## config.mk

```make
export PLATFORM = sky130hd
export DESIGN_NAME = pixel_raster_stepper
export DESIGN_NICKNAME = d
export VERILOG_FILES = /design/src/rtl/pixel_raster_stepper.sv
export SDC_FILE = /design/constraint.sdc
export NUM_CORES = 1
export LEC_CHECK = 0
export ABC_CLOCK_PERIOD_IN_PS = 5000
export CAP_MARGIN = 40
export CORE_MARGIN = 2
export CORE_UTILIZATION = 50
export DETAILED_ROUTE_END_ITERATION = 10
export HOLD_SLACK_MARGIN = 0.05
export PLACE_DENSITY_LB_ADDON = 0.05
export SLEW_MARGIN = 20
export SYNTH_ARGS = -nofsm -noshare
export SYNTH_HDL_FRONTEND = slang
export SYNTH_SLANG_ARGS = --single-unit
```

## constraint.sdc

```tcl
create_clock -name csi_clk -period 5 [get_ports csi_clk]
set_clock_uncertainty 0.2 [all_clocks]
set_input_delay 1 -clock csi_clk [delete_from_list [all_inputs] [get_ports csi_clk]]
set_output_delay 1 -clock csi_clk [all_outputs]
set_load 0.02 [all_outputs]
```

## src/rtl/pixel_raster_stepper.sv

```systemverilog
// pixel_raster_stepper: buffers a 24-bit RGB stream and steps a raster
// position one pixel per request pulse, presenting RGB/x/y to the slave.
// Optional feature macro: PIXEL_STEP_TESTPATTERN_EN (adds coe_pattern_sel,
// an internal 8-bar colour pattern for active pixels).
module pixel_raster_stepper #(
  parameter int unsigned H_ACTIVE   = 640,
  parameter int unsigned H_TOTAL    = 800,
  parameter int unsigned V_ACTIVE   = 480,
  parameter int unsigned V_TOTAL    = 525,
  parameter int unsigned FIFO_DEPTH = 4
) (
  input  logic        csi_clk,
  input  logic        rsi_reset_n,
  input  logic [23:0] asi_in_data,
  input  logic        asi_in_sop,
  input  logic        asi_in_valid,
  output logic        asi_in_ready,
  input  logic        coe_request,
`ifdef PIXEL_STEP_TESTPATTERN_EN
  input  logic        coe_pattern_sel,
`endif
  output logic [7:0]  coe_red,
  output logic [7:0]  coe_green,
  output logic [7:0]  coe_blue,
  output logic [10:0] coe_x,
  output logic [10:0] coe_y,
  output logic        coe_underflow
);

  localparam int unsigned PW = $clog2(FIFO_DEPTH);

  typedef enum logic {ST_SYNC, ST_RUN} state_t;

  state_t        state_q, state_d;
  logic [24:0]   mem [FIFO_DEPTH];
  logic [PW-1:0] wr_ptr, rd_ptr;
  logic [PW:0]   count_q, count_d;
  logic          push, pop, fifo_empty;
  logic [24:0]   head;
  logic          req_q, step, at_origin;
  logic [10:0]   px_q, py_q, px_d, py_d;
  logic [23:0]   rgb_d;
  logic [10:0]   x_d, y_d;
  logic          uf_d;
  logic          pattern_on;
  logic [23:0]   pattern_rgb;

`ifdef PIXEL_STEP_TESTPATTERN_EN
  logic [2:0] bar;
  assign pattern_on = coe_pattern_sel;
  assign bar = 3'(((14'(px_q) - 14'd1) << 3) / 14'(H_ACTIVE));
  assign pattern_rgb = {{8{bar[2]}}, {8{bar[1]}}, {8{bar[0]}}};
`else
  assign pattern_on  = 1'b0;
  assign pattern_rgb = '0;
`endif

  assign push       = asi_in_valid & asi_in_ready;
  assign fifo_empty = (count_q == '0);
  assign head       = mem[rd_ptr];
  assign step       = coe_request & ~req_q;
  assign at_origin  = (px_q == 11'd1) && (py_q == 11'd0);

  function automatic logic [10:0] adv_x(input logic [10:0] x);
    return (x >= 11'(H_TOTAL)) ? 11'd1 : x + 11'd1;
  endfunction

  function automatic logic [10:0] adv_y(input logic [10:0] x, input logic [10:0] y);
    if (x < 11'(H_TOTAL)) return y;
    return (y >= 11'(V_TOTAL - 1)) ? 11'd0 : y + 11'd1;
  endfunction

  // FIFO storage write port
  always_ff @(posedge csi_clk) begin
    if (push) mem[wr_ptr] <= {asi_in_sop, asi_in_data};
  end

  // Next-state, pop decision and output values for a detected step
  always_comb begin
    state_d = state_q;
    px_d    = px_q;
    py_d    = py_q;
    pop     = 1'b0;
    rgb_d   = {coe_red, coe_green, coe_blue};
    x_d     = coe_x;
    y_d     = coe_y;
    uf_d    = coe_underflow;
    if (state_q == ST_SYNC && !pattern_on) begin
      if (!fifo_empty) begin
        if (head[24]) begin
          state_d = ST_RUN;
          px_d    = 11'd1;
          py_d    = 11'd0;
        end else begin
          pop = 1'b1;
        end
      end
      if (step) begin
        rgb_d = '0;
        x_d   = '0;
        y_d   = '0;
      end
    end else begin
      // Pattern mode entering from SYNC starts the raster at the line origin
      if (state_q == ST_SYNC) begin
        px_d = 11'd1;
        py_d = 11'd0;
      end
      state_d = ST_RUN;
      if (step && state_q == ST_RUN) begin
        px_d  = adv_x(px_q);
        py_d  = adv_y(px_q, py_q);
        rgb_d = '0;
        x_d   = px_q;
        y_d   = py_q;
        if (py_q >= 11'(V_ACTIVE)) begin
          x_d = '0;
        end else if (px_q > 11'(H_ACTIVE)) begin
          x_d = px_q;
        end else if (pattern_on) begin
          rgb_d = pattern_rgb;
        end else if (fifo_empty) begin
          uf_d = 1'b1;
        end else if (head[24] && !at_origin) begin
          pop   = 1'b1;
          rgb_d = head[23:0];
          x_d   = 11'd1;
          y_d   = 11'd0;
          px_d  = adv_x(11'd1);
          py_d  = adv_y(11'd1, 11'd0);
        end else if (!head[24] && at_origin) begin
          state_d = ST_SYNC;
          x_d     = '0;
          y_d     = '0;
          px_d    = px_q;
          py_d    = py_q;
        end else begin
          pop   = 1'b1;
          rgb_d = head[23:0];
        end
      end else if (step) begin
        rgb_d = '0;
        x_d   = '0;
        y_d   = '0;
      end
    end
    count_d = count_q + (PW+1)'(push) - (PW+1)'(pop);
  end

  // State, position, FIFO pointers and registered outputs
  always_ff @(posedge csi_clk or negedge rsi_reset_n) begin
    if (!rsi_reset_n) begin
      state_q       <= ST_SYNC;
      px_q          <= '0;
      py_q          <= '0;
      req_q         <= 1'b0;
      wr_ptr        <= '0;
      rd_ptr        <= '0;
      count_q       <= '0;
      asi_in_ready  <= 1'b0;
      coe_red       <= '0;
      coe_green     <= '0;
      coe_blue      <= '0;
      coe_x         <= '0;
      coe_y         <= '0;
      coe_underflow <= 1'b0;
    end else begin
      state_q       <= state_d;
      px_q          <= px_d;
      py_q          <= py_d;
      req_q         <= coe_request;
      if (push) wr_ptr <= wr_ptr + 1'b1;
      if (pop)  rd_ptr <= rd_ptr + 1'b1;
      count_q       <= count_d;
      asi_in_ready  <= (count_d != (PW+1)'(FIFO_DEPTH));
      {coe_red, coe_green, coe_blue} <= rgb_d;
      coe_x         <= x_d;
      coe_y         <= y_d;
      coe_underflow <= uf_d;
    end
  end

endmodule

```

Word level (Yosys, flattened, before mapping)
Memories as Yosys holds them, arrays and structs flattened.
Index checks and enable logic that the tools add are counted.
- mux-type cells: 67
- magnitude comparators: 5
- $add $sub $neg: 6
- equal/unequal tests: 5
- bitwise operators: 5
- reductions and logical operators: 11
- operator list (kind ; count):
    11-bit two-way mux ; 38
    24-bit two-way mux ; 8
    11-bit by 1-bit adder with 11-bit output (second input constant) ; 2
    11-bit by 10-bit greater-or-equal comparator with 1-bit output (second input constant) ; 2
    1-bit two-way mux ; 21
    11-bit by 1-bit equality test with 1-bit output (second input constant) ; 1
    11-bit by 9-bit greater-or-equal comparator with 1-bit output (second input constant) ; 1
    11-bit by 10-bit greater-than comparator with 1-bit output (second input constant) ; 1
    11-bit zero test ; 1
    11-bit by 10-bit less-than comparator with 1-bit output (second input constant) ; 1
    6-bit != test (second input constant) ; 1
    5-bit AND reduction ; 1
    2-bit by 1-bit adder with 2-bit output (second input constant) ; 2
    1-bit logical AND ; 4
    4-bit AND reduction ; 1
    3-bit by 1-bit adder with 3-bit output ; 1
    3-bit zero test ; 1
    3-bit != test (second input constant) ; 1
    1-bit NOT ; 3
    3-bit by 1-bit subtractor with 3-bit output ; 1
    1-bit bitwise AND ; 2
    1-bit zero test ; 2
    2-bit by 1-bit != test with 1-bit output (second input constant) ; 1
    2-bit != test (second input constant) ; 1
    2-bit nonzero test ; 1
- logic and storage cells: 114
- bits in registers: 79
- bits of input ports: 29
- memories kept: 1
- RAM bits: 100
- memory list (name ; depth ; width ; read ports ; clocked after Yosys merged registers in ; wr ports ; line ; RTL):
    mem ; 4 ; 25 ; 1 ; 0 ; 1 ; 35 ; logic [24:0] mem [FIFO_DEPTH];

Depth between registers and ports, before layout
Gate-level depths: netlist of the first run.
- depth in word-level cells: 13
- gate-level depth with buffers: 14
- gate-level depth less buffers: 14

Worst setup path after synthesis of the first run
OpenSTA, ideal clock, no wires.
- kind: register -> register
- start: reg py_q[5]
- end: reg asi_in_ready
- arrival: 2.841 ns
- stages on the path, launching flop included: 13
- slack: 1.834 ns
- path buffers: 0
- period minus slack after synthesis: 3.166 ns
- required time: 4.675 ns
- path through: dfrtp_1 or4_1 nor2_2 nand3_1 a22oi_1 nor2_1 ha_1 inv_1 ha_1 fa_1 xnor2_1 xnor2_1 nand2_1
- word-level cells in the longest chain between the ends: 12
- ends and longest elaborated chain (what ; line ; RTL):
    from (decl) ; 41 ; logic [10:0] px_q, py_q, px_d, py_d;
    from (signal assigned) ; 170 ; py_q <= py_d;
    11-bit zero test ; 62 ; assign at_origin = (px_q == 11'd1) && (py_q == 11'd0);
    1-bit logical AND ; 62 ;
    1-bit logical AND / 1-bit zero test (equally long branches) ; 131, 124 ;
    1-bit two-way mux / 1-bit logical AND (equally long branches) ; 131, 124 ;
    1-bit two-way mux ; 124 ; end else if (head[24] && !at_origin) begin
    1-bit two-way mux ; 122 ; end else if (fifo_empty) begin
    1-bit two-way mux ; 118 ; end else if (px_q > 11'(H_ACTIVE)) begin
    1-bit two-way mux (*) ; 116 ; if (py_q >= 11'(V_ACTIVE)) begin
    1-bit two-way mux (*) ; 110 ; if (step && state_q == ST_RUN) begin
    1-bit two-way mux (*) ; 88 ; if (state_q == ST_SYNC && !pattern_on) begin
    named net pop ; 38 ; logic push, pop, fifo_empty;
    3-bit by 1-bit subtractor with 3-bit output (*) ; 147 ; count_d = count_q + (PW+1)'(push) - (PW+1)'(pop);
    named net count_d[2] ; 37 ; logic [PW:0] count_q, count_d;
    3-bit != test (*) ; 175 ; asi_in_ready <= (count_d != (PW+1)'(FIFO_DEPTH));
    to (signal assigned) ; 175 ;
    to (decl) ; 17 ; output logic asi_in_ready,
The timed path passes the listed nets; every way through them passes the cells marked *.
A chain may end at the register's enable or synchronous reset.

Worst setup path in the final report of the first run
- start: in coe_request
- end: reg asi_in_ready
- word-level cells in the longest chain between the ends: 6
- ends and longest elaborated chain (what ; line ; RTL):
    from (decl) ; 18 ; input logic coe_request,
    1-bit bitwise AND ; 61 ; assign step = coe_request & ~req_q;
    1-bit logical AND ; 110 ;
    1-bit two-way mux ; 110 ;
    1-bit two-way mux ; 88 ;
    named net pop ; 38 ;
    3-bit by 1-bit subtractor with 3-bit output ; 147 ;
    named net count_d[2] ; 37 ;
    3-bit != test ; 175 ;
The timed path passes the listed nets, and every way through them passes these cells.

==> results of run 1 <==
## cells in the mapped netlist (5+ instances only)
library cell and number:
a21oi_1 11, a22o_1 21, and3_1 9, clkbuf_1 17, dfrtp_1 79, edfxtp_1 100, ha_1 11, inv_1 39
mux4_2 25, nand2_1 43, nand3_1 16, nor2_1 19, nor3_1 5, o21ai_0 31, xnor2_1 6, xor2_1 7
## cell type report
class,count,share of cell area (%)
sequential,179,56.0
timing repair buffer,86,9.75
tap,184,2.59
multi-input combinational,265,23.7
clock inverter,9,0.760
clock buffer,23,5.50
inverter,39,1.65
## state kept, by name, summed over array words and instances, names as in the netlist
signal and cells:
py_q 11, coe_y 11, req_q 1, count_q 3, px_q 11, state_q 1, coe_underflow 1, coe_blue 8
wr_ptr 2, coe_green 8, rd_ptr 2, coe_x 11, mem 100, asi_in_ready 1, coe_red 8
## worst register-to-register path, delay by kind of cell (launching register included)
family	cells	cell delay (ns)
simple gates	5	1.24
fa+ha+maj	3	0.87
flops	1	0.44
xor+xnor	2	0.33
compound gates	1	0.26
buf+inv	1	0.04
## per-layer routing
metal  GRT usage (%)  vias up  wire length (um)
li1                -     2031                 -
met1            24.2     2209              6040
met2            32.4       98              7290
met3            3.81       16               486
met4            7.52        0               230
met5               0        -                 0
## metrics by stage
stage	hold WS, ns	instance area [um2]	util, %
after floorplan	0.298	7340	-
after global placement	0.264	8270	57.3
after detailed placement	0.273	8330	57.7
after CTS	0.287	8880	61.6
after global routing	0.306	8890	61.6
final	0.283	8890	61.6
## power breakdown
part           internal, mW  switching, mW  leakage, nW
registers              1.92          0.189         1.94
clock network         0.699          0.551        0.271
logic                 0.729          0.862         1.34
total                  3.35           1.60         3.55
## path summary, 6_finish.rpt
check                          endpoint  slack (ns)  cells past startpoint
setup / recovery           asi_in_ready        1.49                     13
setup reg to reg           asi_in_ready        1.50                     12
max in group asynchronous       state_q        3.66                      2
hold / removal             coe_green[2]        0.28                      2
hold reg to reg            coe_green[2]        0.28                      2
min in group asynchronous      coe_x[5]        0.34                      1
## kinds of logic (layout without fill, tap and decap cells)
| family | Yosys count | in the layout | synth area share [%] |
|---|---|---|---|
| AO/OA/AOI/OAI | 91 | 91 | 8.66 |
| XOR/XNOR | 13 | 13 | 1.55 |
| adder cells (fa/ha/maj) | 12 | 12 | 2.15 |
| buffers and inverters | 62 | 157 | 3.46 |
| flip-flops | 179 | 179 | 67.8 |
| multiplexers | 28 | 28 | 8.10 |
| AND/OR/NAND/NOR | 121 | 121 | 8.23 |
==> flow_metrics.py, run 1 <==
metrics = {
    "floorplan": {
        "design.core.area_um2": 14400,
        "die_h_um": 125,
        "io_pins": 77,
        "start_util_pct": 50.9,
        "die_w_um": 125,
        "die_area_um2": 15700,
        "row_count": 44,
    },
    "synth": {
        "netlist_area_um2": 7340,
        "syn_avg_cell_area_um2": 14.5,
        "synth_flop_cell": "edfxtp_1",
        "synth_nets": 547,
        "seq_area_frac_synth_pct": 67.8,
        "synth_edf_count": 100,
        "synth_area_leader_cell": "edfxtp_1",
        "yosysTopAreaCellShare_pct": 40.9,
        "yosys-top-cells-area": "edfxtp_1 41%, dfrtp_1 27%, mux4_2 7.7%, a22o_1 2.5%, nand2_1 2.2%",
        "ys_seq_elements": 179,
        "synth_warnings": 0,
        "synthCells": 506,
        "synth_cell_types": 55,
        "async_reset_ff_share_pct": 44.1,
    },
    "global_route": {
        "grt_use_total_pct": 19.0,
        "antenna_found_initial": 0,
        "grt_overflow_total": 0,
        "grt_pass1_vias": 4451,
        "grt_pass1_wl_mm": 23.0,
        "grt_max_degree": 46,
    },
    "clock_network": {
        "h-tree-depth": 4,
        "cts_buffer_depth": 2,
        "cts_buffers": 17,
        "cts_setup_buffers": 0,
        "root_buffer": "clkbuf_16",
        "post_cts_resized": 0,
        "path_clk_slew_ns": 0.06,
        "cts_tree": "built",
        "clock_latency_ns": 0.42,
        "cts_sinks": 179,
        "ctsHoldBuffers": 0,
    },
    "worst_setup_path": {
        "cp-startpoint": "coe_request",
        "slowest_stage": "clkdlybuf4s50_1",
        "critical_path_class": "input port to flip-flop",
        "arrival_ns": 3.61,
        "crit_path_max_fanout": 4,
        "r2r-start": "py_q[5]",
        "crit_family": "adder cells",
        "crit_required_ns": 5.10,
        "crit_path_start_kind": "input port",
        "crit_buf_inv": 2,
        "cp_cell_sequence": "clkdlybuf4s50_1 > and3b_1 > nand3_1 > nor2_1 > a22oi_1 > nor2_1 > ha_1 > inv_1 > ha_1 > fa_1 > xnor2_1 > xnor2_1 > nand2_1",
        "cp_slowest_stage_delay_ns": 0.48,
        "endpoint_kind": "flip-flop",
    },
    "route": {
        "wirelength_mm": 14.0,
        "ant_nets": 0,
        "drt_iter0_drc": 297,
        "wl_per_cell_um": 17.9,
        "avgViaCountPerCell": 5.55,
        "drc": 0,
        "vias": 4354,
        "first_pass_iters": 5,
    },
    "cells_and_area": {
        "final_cell_count_no_fill": 785,
        "nNetsFinal": 629,
        "seq_area_um2": 4980,
        "syn2layout_area_growth_pct": 21.1,
        "final_common_cell": "edfxtp_1",
        "multi_input_comb_area_um2": 2110,
        "fill_cells": 1136,
        "drive_gt1_share_pct": 13.0,
        "most-common-layout-cells": "100 x edfxtp_1, 78 x dfrtp_1, 75 x clkdlybuf4s50_1",
        "antenna_cells": 0,
    },
    "hold_path": {
        "min-delay-start": "coe_green[2]",
        "hold_path_class": "flip-flop to flip-flop",
    },
    "placement": {
        "hpwlAfterDp_mm": 9.12,
        "gp_congestion": 0.851,
        "port_buffers": 76,
        "place_ws_ns": 1.08,
        "dp_cells": 752,
    },
    "sta": {
        "setup_viol": 0,
        "worst-slew-pin-transition_ns": 0.683,
        "drv_slew": 0,
        "period_needed_ns": 3.51,
        "final.period_utilization_pct": 70.3,
        "grt_setup_unrepaired": "no",
        "max_freq_mhz": 285,
        "timing.final.ws_setup_ns": 1.49,
        "slew_headroom_pct": 54.3,
        "fin_tns_setup_ns": 0,
        "finalHoldViolations": 0,
    },
    "run": {
        "max-cap-violations": 0,
    },
    "outcome": {
        "status": "finished clean",
    },
    "pwr": {
        "p_per_area_nw_per_um2": 557,
        "leakage_nw": 3.55,
        "power_mw": 4.95,
        "irDropWorstVdd_mv": 0.288,
    },
}
No activity file was read; power rests on OpenSTA's default activity.
==> inputs of run 2 (changes only) <==
--- a/config.mk
+++ b/config.mk
@@ -5,7 +5,7 @@
 export SDC_FILE = /design/constraint.sdc
 export NUM_CORES = 1
 export LEC_CHECK = 0
-export ABC_CLOCK_PERIOD_IN_PS = 5000
+export ABC_CLOCK_PERIOD_IN_PS = 3400
 export CAP_MARGIN = 40
 export CORE_MARGIN = 2
 export CORE_UTILIZATION = 50
==> constraint.sdc (replaced) <==
create_clock -name csi_clk -period 3.4 [get_ports csi_clk]
set_clock_uncertainty 0.2 [all_clocks]
set_input_delay 0.68 -clock csi_clk [delete_from_list [all_inputs] [get_ports csi_clk]]
set_output_delay 0.68 -clock csi_clk [all_outputs]
set_load 0.02 [all_outputs]
==> run 2 against run 1 <==
Net effect:
- first-iteration DRC count grew 4.0%
- power rose by 53%
- non-clock buffer count is 14 higher
- global-route usage up 0.74 points
- count of clock-buffer cells in the layout is 5 lower
- die area unchanged
- worst hold slack got worse by 0.19 ns
- sequential share of layout area is 1.1 points lower
- critical path type is now flip-flop to flip-flop
- largest cell class unchanged
- highest routed layer unchanged
==> flow_metrics.py, run 2 (synthesized netlist as in run 1, its figures left out) <==
metrics = {
    "cells_and_area": {
        "largest_reg_flops": 100,
        "regMostFlops": "mem",
        "nNetsFinal": 643,
        "final_cell_count_no_fill": 799,
        "syn2layout_area_growth_pct": 23.5,
        "fill_cells": 1108,
        "final_core_util_pct": 62.9,
        "most-common-layout-cells": "100 x edfxtp_1, 78 x dfrtp_1, 75 x clkdlybuf4s50_1",
        "design_area_um2": 9070,
        "drive_gt1_share_pct": 16.1,
        "final_common_cell": "edfxtp_1",
        "antenna_cells": 0,
    },
    "pwr": {
        "internal_power_mw": 5.13,
        "p_seq_share_pct": 41.0,
        "switching_share_pct": 32.2,
        "leakage_nw": 3.65,
        "pwr-share-clk_pct": 27.1,
        "p_switching_mw": 2.43,
        "p_per_area_nw_per_um2": 834,
        "p_comb_share_pct": 31.9,
        "power_mw": 7.56,
        "irDropWorstVdd_mv": 0.605,
    },
    "placement": {
        "dp_cells": 767,
        "hpwlAfterDp_mm": 9.38,
        "port_buffers": 76,
        "placed_area_um2": 8400,
        "gp_congestion": 0.895,
    },
    "worst_setup_path": {
        "slowest_stage": "or4_1",
        "crit_path_start_kind": "flip-flop",
        "crit_path_max_fanout": 6,
        "crit_required_ns": 3.51,
        "arrival_ns": 3.33,
        "cp_cell_sequence": "or4_1 > nor2_4 > nand3_1 > a22oi_2 > nor2_1 > ha_1 > inv_1 > ha_1 > fa_1 > xnor2_1 > xnor2_1 > nand2_1",
        "endpoint_kind": "flip-flop",
        "critical_path_class": "flip-flop to flip-flop",
        "cp_slowest_stage_delay_ns": 0.54,
    },
    "sta": {
        "slew_headroom_pct": 54.0,
        "finalHoldViolations": 0,
        "setup_viol": 0,
        "hold_slack_ns": 0.0963,
        "final.period_utilization_pct": 94.8,
        "worst-slew-pin-transition_ns": 0.690,
        "drv_slew": 0,
        "period_needed_ns": 3.22,
        "max_freq_mhz": 310,
    },
    "clock_network": {
        "path_clk_slew_ns": 0.06,
        "cts_buffers": 17,
        "root_buffer": "clkbuf_16",
        "h-tree-depth": 4,
        "cts_setup_buffers": 0,
        "cts_tree": "built",
        "cts_buffer_depth": 2,
        "post_cts_resized": 0,
        "cts_sinks": 179,
        "clock_latency_ns": 0.43,
        "ctsHoldBuffers": 0,
    },
    "route": {
        "drc": 0,
        "vias": 4445,
        "wirelength_mm": 14.6,
        "avgViaCountPerCell": 5.56,
        "first_pass_iters": 4,
        "ant_nets": 0,
        "drt_iter0_drc": 309,
        "wl_per_cell_um": 18.2,
    },
    "floorplan": {
        "start_util_pct": 50.9,
        "die_area_um2": 15700,
        "die_h_um": 125,
        "die_w_um": 125,
        "row_count": 44,
        "design.core.area_um2": 14400,
        "io_pins": 77,
    },
    "global_route": {
        "grt_use_met3_pct": 4.58,
        "grt_pass1_vias": 4713,
        "antenna_found_initial": 0,
        "grt_util_met2_pct": 35.3,
        "grt_use_total_pct": 19.8,
        "grt.busiest_layer": "met2",
        "grt_max_degree": 58,
        "grt_pass1_wl_mm": 24.0,
        "grt_overflow_total": 0,
        "grt_use_met1_pct": 24.0,
    },
    "run": {
        "max-cap-violations": 0,
    },
    "hold_path": {
        "hold_path_class": "input port to async pin",
    },
    "outcome": {
        "status": "finished clean",
    },
}
## run 2: cell count changes in the layout (fill, tap and decap cells not counted), moves of 2 or more
cell / previous run / this run
buf_4: 7 / 25
clkbuf_1: 3 / 0
bufinv_16: 0 / 3
inv_4: 2 / 0
inv_8: 0 / 2
clkinv_4: 0 / 3
## run 2: final cells by class
cell class / count / area, um2 / area share [%]
Timing Repair Buffer: 100 / 938 / 10.3
Inverter: 39 / 146 / 1.61
Sequential cell: 179 / 4980 / 54.9
Clock buffer: 18 / 439 / 4.84
Tap cell: 184 / 230 / 2.54
Clock inverter: 14 / 194 / 2.14
Multi-Input combinational cell: 265 / 2140 / 23.6
## run 2: through the flow
stage	TNS [ns]	setup slack [ns]
2_1_floorplan	0	0.234
3_3_place_gp	-0.0308	-0.0308
3_5_place_dp	-0.171	-0.133
4_1_cts	0	0.101
5_1_grt	-0.0799	-0.0799
6_report	0	0.175
## run 2: power groups by stage
stage / sequential (mW) / clock, mW / combinational, mW
after floorplan: 3.26 / 0 / 1.39
after global placement: 3.11 / 0 / 2.39
after detailed placement: 3.14 / 0 / 2.42
after CTS: 3.10 / 2.09 / 2.43
after global routing: 3.15 / 2.18 / 2.65
final: 3.10 / 2.05 / 2.41
## run 2: layer usage
metal,vias up,share of wire (%),wire length [um]
met5,-,0,0
met4,0,0.71,104
met3,10,3.6,521
met2,87,54,7860
met1,2284,42,6090
li1,2064,-,-
## run 2: critical path, delay by kind of cell, from the launching register on
family          cells  cell delay (ns)
compound gates      1             0.19
simple gates        5             1.01
flops               1             0.43
buf+inv             1             0.04
xor+xnor            2             0.39
fa+ha+maj           3             0.84
## run 2: final timing paths
kind	from	to	slack [ns]	depth (start not counted)
worst max-delay path	py_q[7]	asi_in_ready	0.18	12
worst min-delay path	rsi_reset_n	coe_x[4]	0.1	1
worst max register to register	py_q[7]	asi_in_ready	0.18	12
worst min register to register	coe_blue[3]	coe_blue[3]	0.28	2
max in group asynchronous	rsi_reset_n	wr_ptr[1]	2.24	2
min in group csi_clk	coe_blue[3]	coe_blue[3]	0.28	2
